--- src/rtl/exp_golomb_decoder_if.sv ---
// Bitstream handshake and decode-result bundle for exp_golomb_decoder.
interface exp_golomb_decoder_if;
    localparam int unsigned K_W    = 3;
    localparam int unsigned DATA_W = 32;

    logic              start;
    logic [K_W-1:0]    k;
    logic              is_ac_level;
    logic              bit_valid;
    logic              bit_in;
    logic              bit_ready;
    logic              output_valid;
    logic [DATA_W-1:0] val;
    logic              is_minus;
    logic [DATA_W-1:0] codeword_length;
    logic              error;

    modport master (
        output start, k, is_ac_level, bit_valid, bit_in,
        input  bit_ready, output_valid, val, is_minus, codeword_length, error
    );

    modport slave (
        input  start, k, is_ac_level, bit_valid, bit_in,
        output bit_ready, output_valid, val, is_minus, codeword_length, error
    );
endinterface

--- src/rtl/exp_golomb_decoder.sv ---
// Serial k-th order Exp-Golomb decoder, one bit per accepted handshake.
// Define EXP_GOLOMB_DEC_SIGN_EN to read a trailing sign bit for AC-level codewords.
module exp_golomb_decoder #(
    parameter int unsigned MAX_PREFIX = 24
) (
    input logic                 clk,
    input logic                 reset,
    exp_golomb_decoder_if.slave dec
);
    localparam int unsigned K_W    = 3;
    localparam int unsigned DATA_W = 32;
    localparam int unsigned Q_W    = $clog2(MAX_PREFIX + 1);
    localparam int unsigned REM_W  = 6;

`ifdef EXP_GOLOMB_DEC_SIGN_EN
    typedef enum logic [2:0] {IDLE, PREFIX, SUFFIX, SIGN, DONE} state_t;
`else
    typedef enum logic [2:0] {IDLE, PREFIX, SUFFIX, DONE} state_t;
`endif

    state_t            state, state_next;
    logic [K_W-1:0]    k_q, k_next;
    logic [Q_W-1:0]    q_cnt, q_next;
    logic [DATA_W-1:0] acc, acc_next;
    logic [REM_W-1:0]  remaining, rem_next;
    logic              accept_c;
    logic              err_c;
    state_t            tail_state_c;
`ifdef EXP_GOLOMB_DEC_SIGN_EN
    logic              sign_en_q, sign_en_next;
    logic              sign_q, sign_next;
`endif

    // Where the codeword goes once the last magnitude bit is in
`ifdef EXP_GOLOMB_DEC_SIGN_EN
    assign tail_state_c = sign_en_q ? SIGN : DONE;
    assign accept_c     = dec.bit_valid &&
                          (state == PREFIX || state == SUFFIX || state == SIGN);
`else
    assign tail_state_c = DONE;
    assign accept_c     = dec.bit_valid && (state == PREFIX || state == SUFFIX);
`endif

    always_comb begin
        state_next = state;
        k_next     = k_q;
        q_next     = q_cnt;
        acc_next   = acc;
        rem_next   = remaining;
        err_c      = 1'b0;
`ifdef EXP_GOLOMB_DEC_SIGN_EN
        sign_en_next = sign_en_q;
        sign_next    = sign_q;
`endif
        unique case (state)
            IDLE: begin
                if (dec.start) begin
                    k_next     = dec.k;
                    q_next     = '0;
                    acc_next   = '0;
                    state_next = PREFIX;
`ifdef EXP_GOLOMB_DEC_SIGN_EN
                    sign_en_next = dec.is_ac_level;
                    sign_next    = 1'b0;
`endif
                end
            end
            PREFIX: begin
                if (accept_c) begin
                    if (!dec.bit_in) begin
                        if (q_cnt == Q_W'(MAX_PREFIX)) begin
                            err_c      = 1'b1;
                            state_next = IDLE;
                        end else begin
                            q_next = q_cnt + Q_W'(1);
                        end
                    end else begin
                        acc_next   = DATA_W'(1);
                        rem_next   = REM_W'(q_cnt) + REM_W'(k_q);
                        state_next = (rem_next != '0) ? SUFFIX : tail_state_c;
                    end
                end
            end
            SUFFIX: begin
                if (accept_c) begin
                    acc_next = {acc[DATA_W-2:0], dec.bit_in};
                    rem_next = remaining - REM_W'(1);
                    if (remaining == REM_W'(1)) state_next = tail_state_c;
                end
            end
`ifdef EXP_GOLOMB_DEC_SIGN_EN
            SIGN: begin
                if (accept_c) begin
                    sign_next  = dec.bit_in;
                    state_next = DONE;
                end
            end
`endif
            DONE:    state_next = IDLE;
            default: state_next = IDLE;
        endcase
    end

    // Results are registered on entry to DONE so output_valid follows the last bit by one cycle
    always_ff @(posedge clk) begin
        if (reset) begin
            state               <= IDLE;
            k_q                 <= '0;
            q_cnt               <= '0;
            acc                 <= '0;
            remaining           <= '0;
            dec.bit_ready       <= 1'b0;
            dec.output_valid    <= 1'b0;
            dec.error           <= 1'b0;
            dec.val             <= '0;
            dec.is_minus        <= 1'b0;
            dec.codeword_length <= '0;
`ifdef EXP_GOLOMB_DEC_SIGN_EN
            sign_en_q           <= 1'b0;
            sign_q              <= 1'b0;
`endif
        end else begin
            state            <= state_next;
            k_q              <= k_next;
            q_cnt            <= q_next;
            acc              <= acc_next;
            remaining        <= rem_next;
            dec.bit_ready    <= (state_next == PREFIX) || (state_next == SUFFIX)
`ifdef EXP_GOLOMB_DEC_SIGN_EN
                                || (state_next == SIGN)
`endif
                                ;
            dec.output_valid <= (state_next == DONE);
            dec.error        <= err_c;
`ifdef EXP_GOLOMB_DEC_SIGN_EN
            sign_en_q        <= sign_en_next;
            sign_q           <= sign_next;
`endif
            if (state_next == DONE) begin
                dec.val <= acc_next - (DATA_W'(1) << k_q);
`ifdef EXP_GOLOMB_DEC_SIGN_EN
                dec.is_minus        <= sign_next;
                dec.codeword_length <= (DATA_W'(q_cnt) << 1) + DATA_W'(k_q) + DATA_W'(1)
                                       + DATA_W'(sign_en_q);
`else
                dec.is_minus        <= 1'b0;
                dec.codeword_length <= (DATA_W'(q_cnt) << 1) + DATA_W'(k_q) + DATA_W'(1);
`endif
            end
        end
    end
endmodule

--- src/flat_wrapper.sv ---
// flat-port wrapper written by rule: the top's interface ports become plain ports
module exp_golomb_decoder_flat 
#(
    parameter int unsigned MAX_PREFIX = 24
)
  (clk, reset, dec_start, dec_k, dec_is_ac_level, dec_bit_valid, dec_bit_in, dec_bit_ready, dec_output_valid, dec_val, dec_is_minus, dec_codeword_length, dec_error);
  exp_golomb_decoder_if dec_i ();
  input logic clk;
  input logic reset;
  input wire logic [$bits(dec_i.start)-1:0] dec_start;
  input wire logic [$bits(dec_i.k)-1:0] dec_k;
  input wire logic [$bits(dec_i.is_ac_level)-1:0] dec_is_ac_level;
  input wire logic [$bits(dec_i.bit_valid)-1:0] dec_bit_valid;
  input wire logic [$bits(dec_i.bit_in)-1:0] dec_bit_in;
  output wire logic [$bits(dec_i.bit_ready)-1:0] dec_bit_ready;
  output wire logic [$bits(dec_i.output_valid)-1:0] dec_output_valid;
  output wire logic [$bits(dec_i.val)-1:0] dec_val;
  output wire logic [$bits(dec_i.is_minus)-1:0] dec_is_minus;
  output wire logic [$bits(dec_i.codeword_length)-1:0] dec_codeword_length;
  output wire logic [$bits(dec_i.error)-1:0] dec_error;
  assign dec_i.start = dec_start;
  assign dec_i.k = dec_k;
  assign dec_i.is_ac_level = dec_is_ac_level;
  assign dec_i.bit_valid = dec_bit_valid;
  assign dec_i.bit_in = dec_bit_in;
  assign dec_bit_ready = dec_i.bit_ready;
  assign dec_output_valid = dec_i.output_valid;
  assign dec_val = dec_i.val;
  assign dec_is_minus = dec_i.is_minus;
  assign dec_codeword_length = dec_i.codeword_length;
  assign dec_error = dec_i.error;
  exp_golomb_decoder #(.MAX_PREFIX(MAX_PREFIX)) u_core (.clk(clk), .reset(reset), .dec(dec_i));
endmodule
--- config.mk ---
export PLATFORM = sky130hd
export DESIGN_NAME = exp_golomb_decoder_flat
export DESIGN_NICKNAME = d
export VERILOG_FILES = /design/src/rtl/exp_golomb_decoder_if.sv /design/src/rtl/exp_golomb_decoder.sv /design/src/flat_wrapper.sv
export SDC_FILE = /design/constraint.sdc
export NUM_CORES = 1
export LEC_CHECK = 0
export CAP_MARGIN = 20
export CORE_AREA = 2 2 119 92
export DETAILED_ROUTE_END_ITERATION = 7
export DIE_AREA = 0 0 121 94
export GPL_TIMING_DRIVEN = 0
export PLACE_DENSITY = 0.73
export SYNTH_ARGS = -nofsm -noshare
export SYNTH_HDL_FRONTEND = slang
export SYNTH_SLANG_ARGS = --single-unit
--- constraint.sdc ---
create_clock -name clk -period 6.8 [get_ports clk]
set_input_delay 1.02 -clock clk [delete_from_list [all_inputs] [get_ports clk]]
set_output_delay 1.02 -clock clk [all_outputs]
set_load 0.1 [all_outputs]
==> run metrics, run 1 <==
status=finished, final reports clean; number of diodes=0; post-DP HPWL=10200 um; Synth top area share=0.364; Yosys cell types=62; worst slack at placement=0.0636 ns; RSZ-0062 raised after global routing=false; Setup TNS=0 ns; synth top area cells=dfxtp_1 (36%), a22o_1 (6.1%), nor2_1 (4.6%); post-synthesis sequential area ratio=0.364; period utilization=0.907; Layout area overhead=21.6%; CP bufs+invs=5; f_max=162 MHz; Initial Util=0.500; row count=32; EDFF count, synth=0; Slew @ Worst Pin=0.974 ns; Mapped Cells=577; Pre-antenna DRT Iters=5; Hold Vio Cnt, Final=0; Hold Path Class=flip-flop to flip-flop; clk root buf=clkbuf_16; Leak=2.50 nW; clk sinks=92; power density cells=215 nW/um2; GR Overflow Total=0; # IOs=77; post-route cell area=6160 um2; nature of the critical path startpoint=input port; Max Slew Vio Count=0; cell family with most CP delay=buffers and inverters; CP max stage cell=nor3b_2; switching fraction of total power=0.284; skew final=0.00692 ns; share of cells above drive strength 1=0.0853; clock network power share=0.422; Iteration-0 DRC Markers=433; global-route wire length before repair=21800 um; routed len/inst=17.0 um; initial antenna violation count=0; clk buf depth=2; worst hold slack=0.467 ns; Post-synth top cells=dfxtp_1 (92), nor2_1 (62), a22o_1 (35); worst-path fanout max=10; CTS buffer count=9; Die W=121 um; overall power=0.00133 W; count leader, synth=dfxtp_1; post-cts resize count=0; Avg Cell Area, Syn=8.78 um2; crit path kind=input port to flip-flop; largest net degree at the start of global routing=16; internal power=0.000950 W; Worst EP arrival=6.40 ns; r2r setup slk=1.19 ns; post-CTS setup buffer count=0; vias in the first global route=4179; TritonCTS clock tree=built; Vias/cell=5.70; ys flop type=dfxtp_1; Tot GR Track Use=0.248; Placer Congestion=0.921; Largest stage delay, worst path=0.57 ns; Max Cap Viol=0; post-route ant nets=0; ys async rst share=0; CTS H-tree lvls=3; Slew HR=0.349; data required time of the worst path=7.04 ns; Gate power share=0.165; final setup fails=0; Yosys reg bits=92; sequential power share=0.413; port bufs=49; CTS Hold Buffers Added=0; Core Region=10100 um2; Clk Latency, worst-skew pair=0.34 ns; full die area=11400 um2; switching power total=0.000377 W; Setup WS post-layout=0.634 ns; Worst VDD drop=0.206 mV; fin crit period=6.17 ns; DRC=0; Nets=693; height of the die=94 um; Post-Syn Area=5060 um2; Clock Pin Slew Worst Setup and Hold Paths=0.06 ns; CP Capture Type=flip-flop; yosys warns=0; most frequent CP cell=clkbuf_1; largest area contributor in the netlist=dfxtp_1; placed cell area=5820 um2; total routed wirelength=13700 um; routed via count=4585; Cell Chain, Critical Path=clkbuf_1 -> nor4bb_1 -> clkbuf_2 -> clkbuf_1 -> clkbuf_1 -> clkbuf_1 -> a22o_1 -> ha_1 -> a211oi_1 -> o21ai_0 -> a21oi_1 -> nor3b_2 -> nand3_2 -> or4_1 -> a32o_1
-- cell type report --
| class | instances | area [um2] |
|---|---|---|
| Buffer | 59 | 338 |
| Clock buffer | 11 | 253 |
| Clock inverter | 5 | 82.6 |
| Fill cell | 891 | 3970 |
| Inverter | 16 | 60.1 |
| Multi-Input combinational cell | 435 | 2920 |
| Sequential cell | 92 | 1840 |
| Tap cell | 136 | 170 |
| Timing Repair Buffer | 50 | 495 |
-- path summary, 6_finish.rpt --
path                                   end                     startpoint  depth (start not counted)
max                     u_core.dec.val[28]                  dec_bit_valid                         15
min          u_core.dec.codeword_length[0]  u_core.dec.codeword_length[0]                          1
max reg2reg             u_core.dec.val[28]                u_core.state[0]                         15
min reg2reg  u_core.dec.codeword_length[0]  u_core.dec.codeword_length[0]                          1
-- sequential cells by signal (all words and copies together) (netlist names) --
signal                      cells
u_core.dec.bit_ready            1
u_core.dec.val                 32
u_core.q_cnt                    5
u_core.state                    3
u_core.remaining                6
u_core.dec.codeword_length      8
u_core.dec.error                1
u_core.dec.output_valid         1
u_core.acc                     32
u_core.k_q                      3
-- per-layer routing --
layer,track usage,vias up,share of wire
li1,-,2213,-
met1,0.366,2165,0.49
met2,0.360,191,0.42
met3,0.0576,16,0.072
met4,0.0669,0,0.010
met5,0,-,0
-- cell families after synthesis --
| logic type | count (synthesis) | synth area share |
|---|---|---|
| buf+inv | 75 | 0.0786 |
| xor+xnor | 35 | 0.0605 |
| fa+ha+maj | 21 | 0.0563 |
| mux | 5 | 0.00988 |
| simple gates | 183 | 0.191 |
| other cells | 1 | 0.000741 |
| compound gates | 165 | 0.239 |
| flops | 92 | 0.364 |
-- worst reg2reg max path, cell delays in order (launching register included) --
cell and delay [ns]:
dfxtp_1 0.31, buf_6 0.13, nor4bb_1 0.37, clkbuf_2 0.26, clkbuf_1 0.45, clkbuf_1 0.48
clkbuf_1 0.53, a22o_1 0.31, ha_1 0.31, a211oi_1 0.36, o21ai_0 0.23, a21oi_1 0.32
nor3b_2 0.57, nand3_2 0.16, or4_1 0.45, a32o_1 0.26
-- layout by cell type, fill, tap and decap left out, types with 6 or more instances in the layout --
master	n
dfxtp_1	92
nor2_1	62
clkdlybuf4s50_1	49
a22o_1	35
a21oi_1	33
nand2_1	31
clkbuf_1	30
conb_1	26
buf_4	25
xnor2_1	18
ha_1	18
o21ai_0	17
nor2b_1	17
xor2_1	17
inv_1	16
a22oi_1	13
nor3_1	10
nand3_1	9
clkbuf_16	9
nand2b_1	7
nand4_1	7
and2_1	7
o2bb2ai_1	6
-- power by group through the flow --
stage / registers [W] / logic, W / clock network, W
5_1_grt: 0.000548 / 0.000234 / 0.000591
3_5_place_dp: 0.000560 / 0.000216 / 0
3_3_place_gp: 0.000560 / 0.000215 / 0
2_1_floorplan: 0.000571 / 0.000165 / 0
6_report: 0.000548 / 0.000220 / 0.000560
4_1_cts: 0.000548 / 0.000217 / 0.000566
-- through the flow --
stage | cells | util
finish | 804 | 0.608
global route | 804 | 0.608
CTS | 803 | 0.607
detailed placement | 787 | 0.574
global placement | 787 | 0.574
floorplan | 602 | -
Note: power is estimated with default switching activity, not from simulation.
==> inputs of run 2 (changes only) <==
Settings changed: CORE_AREA 2 2 119 92 to 2 2 132 83, DIE_AREA 0 0 121 94 to 0 0 134 85, PLACE_DENSITY 0.73 to 0.74.
==> run 2 against run 1 <==
  * Die area grew 0.14%
  * Largest power group is now sequential cells
  * Highest routed layer unchanged
  * Critical path type unchanged
  * Largest cell class unchanged
  * Global-route usage grew 0.53 points
  * Cell area shrank 0.22%
  * Sequential cell count is the same
  * Clock skew shrank 0.00068 ns
  * Critical endpoint unchanged
  * Register-to-register slack lost 0.33 ns
  * Sequential share of layout area grew 0.067 points
==> run metrics, run 2 (same netlist as run 1, synthesis figures left out) <==
status=finished, final reports clean; vias in the first global route=4290 (+2.7%); Max Cap Viol=0 (unchanged); overall power=0.00132 W (-0.85%); Initial Util=0.497 (-0.00325); Tot GR Track Use=0.254 (+0.00535); DRC=0 (unchanged); full die area=11400 um2 (+0.14%); most frequent CP cell=clkbuf_1; Die W=134 um (+11%); Core Util, Final=0.603 (-0.00530); routed via count=4708 (+2.7%); post-DP HPWL=10600 um (+4.8%); Nets=692 (-0.14%); Core Region=10200 um2 (+0.65%); period utilization=0.963 (+0.0565); f_max=153 MHz (-5.9%); clk buf depth=2 (unchanged); filler instances=901 (+1.1%); number of diodes=0 (unchanged); power density cells=214 nW/um2 (-0.63%); Clk Latency, worst-skew pair=0.35 ns (about the same); CTS buffer count=9 (unchanged); skew final=0.00624 ns (-0.000683 ns); largest registers=u_core.acc: 32 flops, u_core.dec.val: 32 flops, u_core.dec.codeword_length: 8 flops; total routed wirelength=14300 um (+4.6%); cell family with most CP delay=simple AND/OR/NAND/NOR gates; share of cells above drive strength 1=0.0826 (-0.00275); Multi-input gate area=2920 um2 (+0.21%); fin crit period=6.55 ns (+0.384 ns); Hold Vio Cnt, Final=0 (unchanged); CTS Hold Buffers Added=0 (unchanged); commonest non-fill, non-tap cell in the layout=dfxtp_1; nature of the critical path startpoint=input port; Leak=2.48 nW (-0.59%); Iteration-0 DRC Markers=479 (+11%); Register Area=1840 um2 (unchanged); Clock Pin Slew Worst Setup and Hold Paths=0.06 ns (about the same); largest net degree at the start of global routing=15 (-1); Slew HR=0.335 (-0.0140); routed len/inst=17.8 um (+4.4%); CP bufs+invs=4 (-1); CP Capture Type=flip-flop; RSZ-0062 raised after global routing=false; Worst VDD drop=0.142 mV (-31%); Slew @ Worst Pin=0.984 ns (+0.00994 ns); clk root buf=clkbuf_16; final setup fails=0 (unchanged); Worst EP arrival=6.79 ns (+0.39 ns); clk sinks=92 (unchanged); Vias/cell=5.85 (+2.6%); post-cts resize count=0 (unchanged); data required time of the worst path=7.04 ns (about the same); Hold Path Class=flip-flop to flip-flop; Largest stage delay, worst path=0.88 ns (+0.31 ns); port bufs=49 (unchanged); Placer Congestion=0.977 (+6.1%); initial antenna violation count=0 (unchanged); worst slack at placement=0.154 ns (+0.0901 ns); Pre-antenna DRT Iters=5 (unchanged); most frequent cells in the layout=dfxtp_1 (92), nor2_1 (62), clkdlybuf4s50_1 (49); worst-path fanout max=10 (unchanged); crit path kind=input port to flip-flop; GR Overflow Total=0 (unchanged); TritonCTS clock tree=built; CP max stage cell=nor4bb_2; # IOs=77 (unchanged); height of the die=85 um (-9.6%); global-route wire length before repair=22500 um (+3.1%); post-CTS setup buffer count=0 (unchanged); Max Slew Vio Count=0 (unchanged); CTS H-tree lvls=3 (unchanged); post-route ant nets=0 (unchanged); Cell Chain, Critical Path=clkbuf_1 -> nor4bb_2 -> clkbuf_1 -> clkbuf_1 -> clkbuf_1 -> a22o_1 -> ha_1 -> a211oi_1 -> o21ai_0 -> a21oi_1 -> nor3b_2 -> nand3_2 -> or4_1 -> a32o_1; Setup WS post-layout=0.250 ns (-0.384 ns); Layout area overhead=21.3%; row count=29 (-9.4%)
[run 2: cell count changes in the layout (fill, tap and decap cells not counted)]
cell,delta
clkbuf_1,+1
clkbuf_8,-1
nor4bb_1,-1
clkbuf_2,-1
nor4bb_2,+1
inv_6,-1
[run 2: worst register-to-register path, stage by stage (launching register included)]
cell and delay [ns]:
dfxtp_1 0.32, buf_6 0.13, nor4bb_2 0.86, clkbuf_1 0.53, clkbuf_1 0.51, clkbuf_1 0.56, a22o_1 0.30, ha_1 0.30
a211oi_1 0.31, o21ai_0 0.24, a21oi_1 0.38, nor3b_2 0.52, nand3_2 0.16, or4_1 0.44, a32o_1 0.25
[run 2: power by group]
group / switching (W) / total, W / internal (W)
clock network: 0.000214 / 0.000544 / 0.000330
logic: 0.000160 / 0.000223 / 0.0000629
registers: 0.00000527 / 0.000548 / 0.000543
total: 0.000379 / 0.00132 / 0.000936
[run 2: cell type report]
cell class,count,share of cell area
repair buffers,49,0.0798
clock buffers,11,0.0395
clock inverters,4,0.0120
well taps,139,0.0283
inverters,16,0.00977
multi-input cells,435,0.476
plain buffers,59,0.0550
flip-flops and latches,92,0.300
[run 2: per-stage QoR]
step	hold slack, ns	std cells	area (um2)	TNS (ns)
3_3_place_gp	0.440	790	5820	-0.439
4_1_cts	0.461	805	6140	0
2_1_floorplan	0.450	602	5160	0
3_5_place_dp	0.443	790	5830	0
6_report	0.457	805	6140	0
5_1_grt	0.484	805	6140	0
[run 2: final timing paths]
path                           from            endpoint  slack, ns  cells past startpoint
setup reg to reg    u_core.state[0]  u_core.dec.val[28]       0.86                     14
hold / removal    u_core.dec.val[4]   u_core.dec.val[4]       0.46                      1
hold reg to reg   u_core.dec.val[4]   u_core.dec.val[4]       0.46                      1
setup / recovery      dec_bit_valid  u_core.dec.val[28]       0.25                     14
[run 2: per-layer routing]
metal,share of wire,global-route usage
met1,0.48,0.368
met2,0.41,0.368
met3,0.098,0.0711
met4,0.012,0.0696
met5,0,0
